$ cat src/rtl/mux_switch_scheduler.sv
// mux_switch_scheduler: 2:1 valid-stream channel selector with manual or dwell-timed
// automatic alternation and a post-switch guard window that blanks the new channel.
module mux_switch_scheduler #(
    parameter int CNT_WIDTH   = 16,
    parameter int GUARD_WIDTH = 8
) (
    input  logic                   clk_i,
    input  logic                   rst_i,
    input  logic                   mode_i,
    input  logic                   manual_sel_i,
    input  logic [CNT_WIDTH-1:0]   dwell0_i,
    input  logic [CNT_WIDTH-1:0]   dwell1_i,
    input  logic [GUARD_WIDTH-1:0] guard_i,
    input  logic                   data_valid_i,
    output logic                   sel_o,
    output logic                   blank_o,
    output logic                   switch_o,
    output logic                   state_o
);
    typedef enum logic {RUN = 1'b0, GUARD = 1'b1} state_t;

    localparam logic [CNT_WIDTH:0]   DWELL_ONE = 1;
    localparam logic [GUARD_WIDTH:0] GUARD_ONE = 1;

    state_t                 state, state_n;
    logic [CNT_WIDTH-1:0]   dwell_cnt, dwell_cnt_n, dwell_lim;
    logic [GUARD_WIDTH-1:0] guard_cnt, guard_cnt_n;
    logic                   mode_q, primed, mode_chg;
    logic                   dwell_done, guard_done, do_switch;

    // primed masks the first edge after reset so an idle mode_q never fakes a mode change
    assign mode_chg   = primed && (mode_i != mode_q);
    assign dwell_lim  = sel_o ? dwell1_i : dwell0_i;
    // count+1 >= limit covers both the normal expiry and a live-lowered limit; D=0 acts as 1
    assign dwell_done = ({1'b0, dwell_cnt} + DWELL_ONE) >= {1'b0, dwell_lim};
    assign guard_done = ({1'b0, guard_cnt} + GUARD_ONE) >= {1'b0, guard_i};
    assign do_switch  = (state == RUN) && !mode_chg &&
                        (mode_i ? (data_valid_i && dwell_done) : (manual_sel_i != sel_o));
    assign blank_o    = (state == GUARD);
    assign state_o    = (state == GUARD);

    always_comb begin
        state_n     = state;
        dwell_cnt_n = dwell_cnt;
        guard_cnt_n = guard_cnt;
        if (data_valid_i && dwell_cnt != '1)
            dwell_cnt_n = dwell_cnt + 1'b1;
        if (mode_chg)
            dwell_cnt_n = '0;
        if (do_switch) begin
            dwell_cnt_n = '0;
            guard_cnt_n = '0;
            state_n     = (guard_i != '0) ? GUARD : RUN;
        end else if (state == GUARD && data_valid_i) begin
            state_n     = guard_done ? RUN : GUARD;
            guard_cnt_n = guard_done ? guard_cnt : guard_cnt + 1'b1;
        end
    end

    always_ff @(posedge clk_i or posedge rst_i) begin
        if (rst_i) begin
            state     <= RUN;
            sel_o     <= 1'b0;
            switch_o  <= 1'b0;
            dwell_cnt <= '0;
            guard_cnt <= '0;
            mode_q    <= 1'b0;
            primed    <= 1'b0;
        end else begin
            state     <= state_n;
            sel_o     <= do_switch ? ~sel_o : sel_o;
            switch_o  <= do_switch;
            dwell_cnt <= dwell_cnt_n;
            guard_cnt <= guard_cnt_n;
            mode_q    <= mode_i;
            primed    <= 1'b1;
        end
    end
endmodule

$ cat config.mk
export PLATFORM = sky130hd
export DESIGN_NAME = mux_switch_scheduler
export DESIGN_NICKNAME = d
export VERILOG_FILES = /design/src/rtl/mux_switch_scheduler.sv
export SDC_FILE = /design/constraint.sdc
export NUM_CORES = 1
export LEC_CHECK = 0
export CORE_MARGIN = 2
export CORE_UTILIZATION = 36
export DETAILED_ROUTE_END_ITERATION = 6
export RECOVER_POWER = 100
export SLEW_MARGIN = 40
export SYNTH_ARGS = -nofsm -noshare
export SYNTH_HDL_FRONTEND = slang
export SYNTH_SLANG_ARGS = --single-unit
$ cat constraint.sdc
create_clock -name clk_i -period 3.5 [get_ports clk_i]
set_input_delay 1.05 -clock clk_i [delete_from_list [all_inputs] [get_ports clk_i]]
set_output_delay 1.05 -clock clk_i [all_outputs]
set_load 0.03 [all_outputs]
# Word level (Yosys, flattened, before mapping)
# Cells that the tools add are included.
# totals
reg_bits,29
output_inout_bits,4
# classes
add_sub_neg,4
n_lt_le_gt_ge,2
eq_ne,4
n_mux,12
bitwise,2
n_reduce_logical,11
# op_table
operator,n
16-bit 2-to-1 mux,4
8-bit 2-to-1 mux,3
"16-bit by 1-bit adder with 17-bit output, second input constant",1
17-bit by 16-bit >= comparator with 1-bit output,1
"16-bit by 1-bit adder with 16-bit output, second input constant",1
"16-bit inequality test, second input constant",1
"8-bit by 1-bit adder with 9-bit output, second input constant",1
9-bit by 8-bit >= comparator with 1-bit output,1
"8-bit by 1-bit adder with 8-bit output, second input constant",1
8-bit nonzero test,1
1-bit logical AND,6
1-bit 2-to-1 mux,5
3-bit nonzero test,1
1-bit inequality test,2
"2-bit by 1-bit inequality test with 1-bit output, second input constant",1
1-bit inverter,2
2-bit AND reduction,1
2-bit nonzero test,1
1-bit zero test,1

# Longest topological paths before layout
# Gate-level depths: netlist (run 1).
# depth
ltp_word,7
mapped_depth,12

# Worst setup path after synthesis (run 1)
# Ideal clock, no wire load.
# synth_path
path_type,reg-to-reg
start,register sel_o
end,register dwell_cnt[0]
setup_time_ns,0.095
arrival_ns,3.169
t_required_ns,3.405
setup_slack_ns,0.236
stages_incl_launch_ff,11
period_less_slack_ns,3.264
cell_sequence,dfrtp_1 -> clkbuf_1 -> clkbuf_1 -> mux2i_1 -> ha_1 -> a211oi_1 -> o21bai_1 -> a211oi_1 -> o211ai_4 -> buf_6 -> a211oi_1
# synth_via
elab_chain_len,6
# synth_rtl
element,line_no,source
"start, declared",15,"output logic sel_o,"
"start signal, assigned",71,sel_o <= do_switch ? ~sel_o : sel_o;
16-bit 2-to-1 mux,33,assign dwell_lim = sel_o ? dwell1_i : dwell0_i;
17-bit by 16-bit >= comparator with 1-bit output,35,"assign dwell_done = ({1'b0, dwell_cnt} + DWELL_ONE) >= {1'b0, dwell_lim};"
1-bit logical AND,38,(mode_i ? (data_valid_i && dwell_done) : (manual_sel_i != sel_o));
1-bit 2-to-1 mux *,38,
1-bit logical AND *,37,assign do_switch = (state == RUN) && !mode_chg &&
3-bit nonzero test (no source line) or 16-bit 2-to-1 mux (tied branches),n/a,
"end signal, assigned",73,dwell_cnt <= dwell_cnt_n;
"end, declared",26,"logic [CNT_WIDTH-1:0] dwell_cnt, dwell_cnt_n, dwell_lim;"
# Mark *: on every way between the ends. The rest lies on a longest branch, timed or not.
# A chain may end at the register's enable or synchronous reset.

# Worst setup path after layout (run 1)
# layout_path
start,register dwell_cnt[6]
end,register state (netlist: blank_o)
# layout_via
elab_chain_len,6
# layout_rtl
element,line_no,source
16-bit by 1-bit adder with 17-bit output *,35,
17-bit by 16-bit >= comparator with 1-bit output *,35,
1-bit logical AND *,38,
1-bit 2-to-1 mux *,38,
1-bit logical AND *,37,
1-bit 2-to-1 mux or 2-bit nonzero test (tied branches),n/a,
"end signal, assigned",70,state <= state_n;
"end, declared",25,"state_t state, state_n;"
# Marks and branches as above.

==> impl_metrics.env, run 1 <==
export IMPL_vdd_drop_max_v=0.000199
export IMPL_cp_required_ps=3660
export IMPL_syn_inst=286
export IMPL_die_y_um=89.9
export IMPL_seq_area_frac_synth_pct=27.3
export IMPL_grt_max_degree=30
export IMPL_finalCritPeriodShare_pct=95.2
export IMPL_diodes=0
export IMPL_setup_worst_path_end="blank_o$_DFFE_PP0P_"
export IMPL_rsz0062_at_grt="no"
export IMPL_ys_ff_latch=29
export IMPL_skew_ps=2.66
export IMPL_routedWlPerCell_um=14.3
export IMPL_syn_to_final_growth_pct=26.5
export IMPL_endpoint_kind="register"
export IMPL_floorplan_initialDensity_pct=36.8
export IMPL_cap_violations=0
export IMPL_max_slew_margin_pct=1.10
export IMPL_clk_pin_slew_ps=60
export IMPL_synth_nets=357
export IMPL_clock_sinks=29
export IMPL_coreArea_mm2=0.00721
export IMPL_crit_arrival_ps=3490
export IMPL_finalPower_mw=1.29
export IMPL_internal_power_mw=0.801
export IMPL_rrSetupSlack_ps=170
export IMPL_final_cell_mix="43 x clkdlybuf4s50_1, 29 x dfrtp_1, 26 x ha_1"
export IMPL_pwr_share_clk_pct=21.1
export IMPL_synth_enable_flop_cells=0
export IMPL_critPathMaxFanout=6
export IMPL_grt_pass1_wl_um=11000
export IMPL_switchingPower_mw=0.486
export IMPL_async_flop_share_pct=100
export IMPL_first_pass_iters=4
export IMPL_power_frac_comb_pct=42.7
export IMPL_row_count=31
export IMPL_io_buffers=48
export IMPL_drt_total_wl_um=6240
export IMPL_die_w_um=89.9
export IMPL_tightest_slew_ps=1480
export IMPL_via_per_inst=5.25
export IMPL_setup_viol=0
export IMPL_hpwl_um=4840
export IMPL_final_common_cell="clkdlybuf4s50_1"
export IMPL_hold_viol=0
export IMPL_vias=2295
export IMPL_synth_cell_types=53
export IMPL_critPathLaunch="dwell_cnt[6]$_DFFE_PP0P_"
export IMPL_clock_latency_ps=270
export IMPL_hp_class="reg -> reg"
export IMPL_nets=409
export IMPL_sw_frac_of_total_pct=37.8
export IMPL_setup_tns_ps=0
export IMPL_p_seq_share_pct=36.2
export IMPL_place_area_mm2=0.00327
export IMPL_clk_path_buf_depth=2
export IMPL_r2r_cells=12
export IMPL_grt_remaining_overflow=0
export IMPL_power_density_mw_per_mm2=383
export IMPL_ys_flop_type="dfrtp_1"
export IMPL_drc=0
export IMPL_dieArea_mm2=0.00809
export IMPL_synth_area_mm2=0.00266
export IMPL_io_pins=49
export IMPL_yosysWarningCount=0
export IMPL_antenna_left=0
export IMPL_tritoncts="done"
export IMPL_numCtsBuffers=5
export IMPL_grt_pass1_vias=2219
export IMPL_power_leakage_nw=1.53
export IMPL_grt_total_usage_pct=16.2
export IMPL_cts_max_level=2
export IMPL_slew_violations=0
export IMPL_antenna_found_initial=0
export IMPL_dr_first_iter_drc_count=158
export IMPL_root_buffer="clkbuf_8"
export IMPL_status="finished clean"
export IMPL_drive_above_1_share_pct=9.47
export IMPL_design_area_mm2=0.00336
export IMPL_place_congestion=0.860
export IMPL_start_kind="register"
export IMPL_min_period_ps=3330
export IMPL_synth_area_per_cell_um2=9.29
export IMPL_fmax_ghz=0.300
export IMPL_r2r_end="blank_o$_DFFE_PP0P_"
export IMPL_cts_setup_buffers=0
export IMPL_critPathKind="reg -> reg"
export IMPL_reg2reg_from="dwell_cnt[6]$_DFFE_PP0P_"
## registers in the layout (all words and copies together) (netlist names)
signal / flops
sel_o: 1
primed: 1
mode_q: 1
switch_o: 1
blank_o: 1
dwell_cnt: 16
guard_cnt: 8
## Yosys cell counts, drive strengths merged, types with 2 or more instances
master	instances	share of area [%]
a22oi	6	1.7
o211ai	9	3.1
nor3	3	0.56
o2111a	2	0.89
a31oi	2	0.47
nand4	5	1.2
o31ai	4	1.1
dfrtp	29	27
nand2	22	3.1
and2	5	1.2
xnor2	12	4.0
and4	2	0.66
nor2	8	1.1
a221oi	4	2.3
or3	6	1.6
o21ai	13	2.9
a211oi	16	4.7
xor2	20	6.6
nand3	7	1.5
buf	6	2.0
a2bb2oi	2	0.66
clkbuf	9	1.3
ha	26	12
mux2i	17	6.4
and3	5	1.2
inv	17	2.4
nor4	6	1.6
a21o	2	0.56
a21oi	5	0.94
or4	4	1.1
## how the worst min path moves through the flow
stage / from / to / slack [ps] / cells after the start
after CTS: guard_cnt[7]$_DFFE_PP0P_ / guard_cnt[7]$_DFFE_PP0P_ / 600 / 2
after global placement: guard_cnt[1]$_DFFE_PP0P_ / guard_cnt[1]$_DFFE_PP0P_ / 580 / 2
after detailed placement: guard_cnt[1]$_DFFE_PP0P_ / guard_cnt[1]$_DFFE_PP0P_ / 590 / 2
final: guard_cnt[1]$_DFFE_PP0P_ / guard_cnt[1]$_DFFE_PP0P_ / 600 / 2
after floorplan: guard_cnt[1]$_DFFE_PP0P_ / guard_cnt[1]$_DFFE_PP0P_ / 550 / 2
after global routing: guard_cnt[7]$_DFFE_PP0P_ / guard_cnt[7]$_DFFE_PP0P_ / 630 / 2
## layer usage
layer  up-vias  routed length, um  GRT usage [%]
li1       1169                  -              -
met1      1052               2910           21.2
met2        66               2920           27.3
met3         8                305           3.19
met4         0                104           4.62
met5         -                  0              0
## power by group through the flow
stage | clock network (mW) | logic, mW | registers (mW)
6_report | 0.272 | 0.549 | 0.466
5_1_grt | 0.299 | 0.621 | 0.476
4_1_cts | 0.280 | 0.565 | 0.466
3_5_place_dp | 0 | 0.562 | 0.471
3_3_place_gp | 0 | 0.547 | 0.473
2_1_floorplan | 0 | 0.387 | 0.443
## area by class of cell
type / instances / area, um2
Inverter: 17 / 63.8
Sequential cell: 29 / 726
Tap cell: 99 / 124
Clock buffer: 7 / 86.3
Multi-Input combinational cell: 225 / 1800
Timing Repair Buffer: 60 / 562
Fill cell: 728 / 3850
## logic make-up after synthesis
logic type,synth area share [%]
flops,27.3
simple gates,15.4
mux,6.83
buf+inv,5.65
fa+ha+maj,12.2
xor+xnor,10.5
other cells,0.141
compound gates,21.9
## repair_timing
action	4_1_cts	5_1_grt
gates resized for setup	0	3
hold buffers	0	0
endpoints found under the setup margin	0	5
## stage by stage
step	cells	hold slack, ps	setup WS [ps]	util [%]
final	437	600	169	46.6
after global routing	437	628	12.5	46.6
after CTS	437	598	214	46.5
after detailed placement	430	588	22.7	45.3
after global placement	430	577	80.3	45.3
after floorplan	286	545	236	-
## critical path, stage by stage, from the launching register on
cell and delay [ps]:
dfrtp_1 440, nand4_1 250, nor4_2 500, nand2_1 200, xnor2_1 170, ha_1 310, and3_1 190, a22o_1 220
o21ai_0 180, buf_4 170, o211ai_4 100, clkbuf_2 180, a221o_1 310
(Power assumes the default switching activity.)
==> inputs of run 2 (changes only) <==
Settings changed: DONT_BUFFER_PORTS from default to 1.
==> run 2 against run 1 <==
Compared with the run above:
- critical endpoint is now sel_o$_DFFE_PP0N_
- critical path type unchanged
- clock power is 6% lower
- non-clock buffer count is 48 lower
- via count is 6.4% lower
- largest cell class unchanged
- count of clock-buffer cells in the layout is 1 lower
- die area stayed put
==> impl_metrics.env, run 2 (synthesis gave the netlist of run 1 again) <==
export IMPL_finalCritPeriodShare_pct=94.9
export IMPL_sw_frac_of_total_pct=39.4
export IMPL_setup_viol=0
export IMPL_slew_violations=0
export IMPL_antenna_left=0
export IMPL_r2r_end="sel_o$_DFFE_PP0N_"
export IMPL_dp_cells=376
export IMPL_die_w_um=89.9
export IMPL_routedWlPerCell_um=14.8
export IMPL_antenna_found_initial=0
export IMPL_largest_reg_flops=16
export IMPL_cp_required_ps=3660
export IMPL_cts_max_level=2
export IMPL_clk_pin_slew_ps=60
export IMPL_floorplan_initialDensity_pct=36.8
export IMPL_coreArea_mm2=0.00721
export IMPL_hold_depth=2
export IMPL_io_buffers=0
export IMPL_die_y_um=89.9
export IMPL_io_pins=49
export IMPL_drive_above_1_share_pct=11.0
export IMPL_diodes=0
export IMPL_tightest_slew_ps=1090
export IMPL_nets=361
export IMPL_clock_sinks=29
export IMPL_max_slew_margin_pct=27.5
export IMPL_drc=0
export IMPL_via_per_inst=5.51
export IMPL_ctsHoldBuffers=0
export IMPL_p_seq_share_pct=38.7
export IMPL_vias=2149
export IMPL_power_density_mw_per_mm2=411
export IMPL_clock_latency_ps=280
export IMPL_crit_top_cell="ha_1"
export IMPL_row_count=31
export IMPL_status="finished clean"
export IMPL_drt_total_wl_um=5790
export IMPL_switchingPower_mw=0.467
export IMPL_grt_pass1_vias=1979
export IMPL_crit_arrival_ps=3480
export IMPL_finalPower_mw=1.19
export IMPL_grt_max_degree=30
export IMPL_worstHoldStart="guard_cnt[1]$_DFFE_PP0P_"
export IMPL_reg_largest_list="dwell_cnt (16), guard_cnt (8)"
export IMPL_hold_viol=0
export IMPL_reg2reg_from="dwell_cnt[0]$_DFFE_PP0P_"
export IMPL_skew_ps=5.09
export IMPL_crit_family="compound AO/OA/AOI/OAI gates"
export IMPL_syn_to_final_growth_pct=8.62
export IMPL_hp_class="reg -> reg"
export IMPL_critPathMaxFanout=8
export IMPL_fin_cells=390
export IMPL_pwr_share_clk_pct=21.6
export IMPL_critPathKind="reg -> reg"
export IMPL_grt_total_usage_pct=14.6
export IMPL_dr_first_iter_drc_count=131
export IMPL_final_cell_mix="29 x dfrtp_1, 26 x ha_1, 22 x nand2_1"
export IMPL_final_common_cell="dfrtp_1"
export IMPL_hpwl_um=4450
export IMPL_numCtsBuffers=5
export IMPL_clk_path_buf_depth=2
export IMPL_path_cells="ha_1 -> nand3_2 -> nor4_1 -> xor2_1 -> ha_1 -> and3_1 -> a22o_1 -> o21ai_1 -> o211ai_4 -> clkbuf_4 -> a311o_1"
export IMPL_grt_pass1_wl_um=9730
export IMPL_tritoncts="done"
export IMPL_power_frac_comb_pct=39.8
export IMPL_rrSetupSlack_ps=180
export IMPL_vdd_drop_max_v=0.000185
export IMPL_cpPeakStageDelay_ps=590
export IMPL_cap_violations=0
export IMPL_internal_power_mw=0.718
export IMPL_dieArea_mm2=0.00809
export IMPL_min_delay_worst_endpoint="guard_cnt[1]$_DFFE_PP0P_"
export IMPL_fmax_ghz=0.301
export IMPL_endpoint_kind="register"
export IMPL_r2r_cells=11
export IMPL_grt_remaining_overflow=0
export IMPL_start_kind="register"
export IMPL_min_period_ps=3320
export IMPL_place_congestion=0.856
export IMPL_first_pass_iters=4
export IMPL_power_leakage_nw=1.34
export IMPL_crit_buf_inv=1
export IMPL_top_register="dwell_cnt"
export IMPL_slowest_stage="nor4_1"
export IMPL_root_buffer="clkbuf_8"
==> run 2: cell count changes in the layout (fill, tap and decap cells not counted), sizes merged <==
cell,delta
buf,+1
clkbuf,-2
clkinv,+2
dlygate4sd3,-5
clkdlybuf4s50,-43
==> run 2: how the worst max path moves through the flow <==
stage / from / endpoint / cells past startpoint
after global placement: dwell_cnt[0]$_DFFE_PP0P_ / dwell_cnt[4]$_DFFE_PP0P_ / 11
after global routing: dwell_cnt[0]$_DFFE_PP0P_ / sel_o$_DFFE_PP0N_ / 11
after detailed placement: dwell_cnt[0]$_DFFE_PP0P_ / dwell_cnt[4]$_DFFE_PP0P_ / 11
final: dwell_cnt[0]$_DFFE_PP0P_ / sel_o$_DFFE_PP0N_ / 11
after CTS: dwell_cnt[0]$_DFFE_PP0P_ / dwell_cnt[4]$_DFFE_PP0P_ / 11
after floorplan: sel_o$_DFFE_PP0N_ / dwell_cnt[0]$_DFFE_PP0P_ / 10
==> run 2: area by class of cell <==
class | count | area (um2)
clock buffer | 6 | 72.6
clock inverter | 2 | 10.0
sequential | 29 | 726
fill | 739 | 4330
inverter | 17 | 63.8
tap | 99 | 124
multi-input combinational | 225 | 1790
timing repair buffer | 12 | 103
==> run 2: stage by stage <==
step                util (%)  worst slack (ps)  hold WS [ps]  setup TNS, ps  instance area, um2
global route            40.0             -30.7           613          -30.7                2890
detailed placement      38.2              82.5           574              0                2760
floorplan                  -               236           545              0                2660
finish                  40.0               177           584              0                2890
global placement        38.2               140           570              0                2760
CTS                     39.4              73.5           583              0                2840
==> run 2: worst reg2reg max path, stage by stage, from the launching register on <==
cell,delay [ps]
dfrtp_1,430
ha_1,250
nand3_2,190
nor4_1,590
xor2_1,150
ha_1,310
and3_1,150
a22o_1,220
o21ai_1,230
o211ai_4,180
clkbuf_4,180
a311o_1,320
==> run 2: timing repair <==
action | 4_1_cts | 5_1_grt
setup endpoints to repair | 0 | 27
buffers inserted | 0 | 6
resized for setup | 0 | 2
==> run 2: power by group through the flow <==
| stage | Combinational, mW | Clock (mW) | Sequential [mW] |
|---|---|---|---|
| floorplan | 0.387 | 0 | 0.443 |
| global placement | 0.464 | 0 | 0.462 |
| detailed placement | 0.478 | 0 | 0.463 |
| CTS | 0.478 | 0.267 | 0.459 |
| global route | 0.543 | 0.282 | 0.469 |
| finish | 0.472 | 0.256 | 0.459 |
==> run 2: routing by layer <==
metal | track usage [%] | vias up | wire length (um)
li1 | - | 1087 | -
met1 | 20.0 | 975 | 2660
met2 | 22.7 | 77 | 2650
met3 | 2.93 | 10 | 380
met4 | 5.90 | 0 | 99
met5 | 0 | - | 0
==> inputs of run 3 (changes only) <==
Settings changed: PLACE_DENSITY from default to 0.55.
==> run 3 against run 2 <==
Compared with the run above:
- the flow now finishes with violations (capacitance limit, slew limit)
- clock skew grew 2.1 ps
- cell count down 1.0%
- sequential share of layout area increased by 0.16 points
- routed wire length is 0.83% higher
- die area did not move
- critical path depth increased by 1
- non-clock buffer count fell by 4
- flip-flop and latch count is the same
==> impl_metrics.env, run 3 (synthesis gave the netlist of run 1 again) <==
export IMPL_status="finished, violations left"
export IMPL_violations="capacitance limit, slew limit"
export IMPL_clk_path_buf_depth=2
export IMPL_root_buffer="clkbuf_8"
export IMPL_cp_required_ps=3670
export IMPL_r2r_end="dwell_cnt[1]$_DFFE_PP0P_"
export IMPL_final_cell_mix="29 x dfrtp_1, 26 x ha_1, 22 x nand2_1"
export IMPL_cts_max_level=2
export IMPL_coreArea_mm2=0.00721
export IMPL_min_period_ps=3240
export IMPL_io_pins=49
export IMPL_drc=0
export IMPL_max_slew_margin_pct=-2.84
export IMPL_setup_tns_ps=0
export IMPL_worstHoldStart="guard_cnt[1]$_DFFE_PP0P_"
export IMPL_critPathMaxFanout=8
export IMPL_grt_total_usage_pct=14.8
export IMPL_power_leakage_nw=1.33
export IMPL_hpwl_um=4580
export IMPL_drive_above_1_share_pct=9.76
export IMPL_clock_sinks=29
export IMPL_slew_violations=30
export IMPL_hp_class="reg -> reg"
export IMPL_hold_viol=0
export IMPL_finalCritPeriodShare_pct=92.7
export IMPL_via_per_inst=5.46
export IMPL_dieArea_mm2=0.00809
export IMPL_endpoint_kind="register"
export IMPL_nets=357
export IMPL_min_delay_worst_endpoint="guard_cnt[1]$_DFFE_PP0P_"
export IMPL_grt_pass1_vias=2020
export IMPL_final_common_cell="dfrtp_1"
export IMPL_grt_max_degree=30
export IMPL_tritoncts="done"
export IMPL_die_w_um=89.9
export IMPL_io_buffers=0
export IMPL_numCtsBuffers=5
export IMPL_dr_first_iter_drc_count=116
export IMPL_place_congestion=0.794
export IMPL_antenna_left=0
export IMPL_largest_reg_flops=16
export IMPL_start_kind="register"
export IMPL_tightest_slew_ps=1540
export IMPL_cts_setup_buffers=0
export IMPL_die_y_um=89.9
export IMPL_cap_violations=1
export IMPL_r2r_cells=12
export IMPL_clock_latency_ps=270
export IMPL_drt_total_wl_um=5840
export IMPL_top_register="dwell_cnt"
export IMPL_routedWlPerCell_um=15.1
export IMPL_floorplan_initialDensity_pct=36.8
export IMPL_first_pass_iters=4
export IMPL_syn_to_final_growth_pct=7.91
export IMPL_hold_depth=2
export IMPL_fillers=743
export IMPL_finish_utilization_pct=39.8
export IMPL_diodes=0
export IMPL_skew_ps=7.17
export IMPL_rrSetupSlack_ps=260
export IMPL_crit_arrival_ps=3410
export IMPL_reg2reg_from="dwell_cnt[0]$_DFFE_PP0P_"
export IMPL_antenna_found_initial=0
export IMPL_fmax_ghz=0.308
export IMPL_grt_remaining_overflow=0
export IMPL_setup_viol=0
export IMPL_power_density_mw_per_mm2=425
export IMPL_critPathKind="reg -> reg"
export IMPL_vdd_drop_max_v=0.000144
export IMPL_row_count=31
export IMPL_reg_largest_list="dwell_cnt (16), guard_cnt (8)"
export IMPL_rsz0062_at_grt="no"
export IMPL_clk_pin_slew_ps=60
export IMPL_grt_pass1_wl_um=9710
export IMPL_vias=2109
[run 3: power by group]
group / internal (mW) / switching (mW)
Clock: 0.177 / 0.119
Combinational: 0.196 / 0.271
Sequential: 0.376 / 0.0782
Total: 0.749 / 0.468
[run 3: worst max-delay path, stage by stage (launching register included)]
cell and delay, ps:
dfrtp_1 430, ha_1 250, nand3_2 180, nor4_1 310, buf_4 180, xor2_1 160, ha_1 260, and3_1 190
a22o_1 230, o21ai_1 250, o211ai_4 190, clkbuf_2 210, a211oi_2 290
[run 3: final cells by class]
type	instances	area, um2	area share, %
clock buffers	7	96.3	3.36
clock inverters	1	5.00	0.175
inverters	17	63.8	2.23
multi-input cells	225	1790	62.3
flip-flops and latches	29	726	25.3
well taps	99	124	4.32
repair buffers	8	66.3	2.31
[run 3: how the worst max path moves through the flow]
stage	slack (ps)	cells after the start	endpoint	start
2_1_floorplan	240	10	dwell_cnt[0]$_DFFE_PP0P_	sel_o$_DFFE_PP0N_
3_3_place_gp	210	12	dwell_cnt[1]$_DFFE_PP0P_	dwell_cnt[0]$_DFFE_PP0P_
3_5_place_dp	150	12	dwell_cnt[1]$_DFFE_PP0P_	dwell_cnt[0]$_DFFE_PP0P_
4_1_cts	130	12	dwell_cnt[1]$_DFFE_PP0P_	dwell_cnt[0]$_DFFE_PP0P_
5_1_grt	30	11	dwell_cnt[1]$_DFFE_PP0P_	dwell_cnt[0]$_DFFE_PP0P_
6_report	260	12	dwell_cnt[1]$_DFFE_PP0P_	dwell_cnt[0]$_DFFE_PP0P_
[run 3: layer usage]
layer  vias to the layer above  GRT usage [%]  wire length (um)
met5                         -              0                 0
met4                         0           6.03               117
met3                         9           2.93               283
met2                        59           23.3              2620
met1                       974           19.9              2820
li1                       1067              -                 -
[run 3: repair_timing]
| action | CTS | global route |
|---|---|---|
| endpoints found under the setup margin | 0 | 16 |
| hold buffers | 0 | 0 |
| resized for setup | 0 | 1 |
[run 3: stage by stage]
stage          cell area [um2]  cells  hold slack (ps)  total power [mW]  setup WS [ps]
2_1_floorplan             2660    286              545             0.830            236
3_3_place_gp              2770    378              580             0.927            214
3_5_place_dp              2770    378              593             0.936            146
4_1_cts                   2870    386              604              1.24            126
5_1_grt                   2870    386              638              1.31           34.5
6_report                  2870    386              597              1.22            257
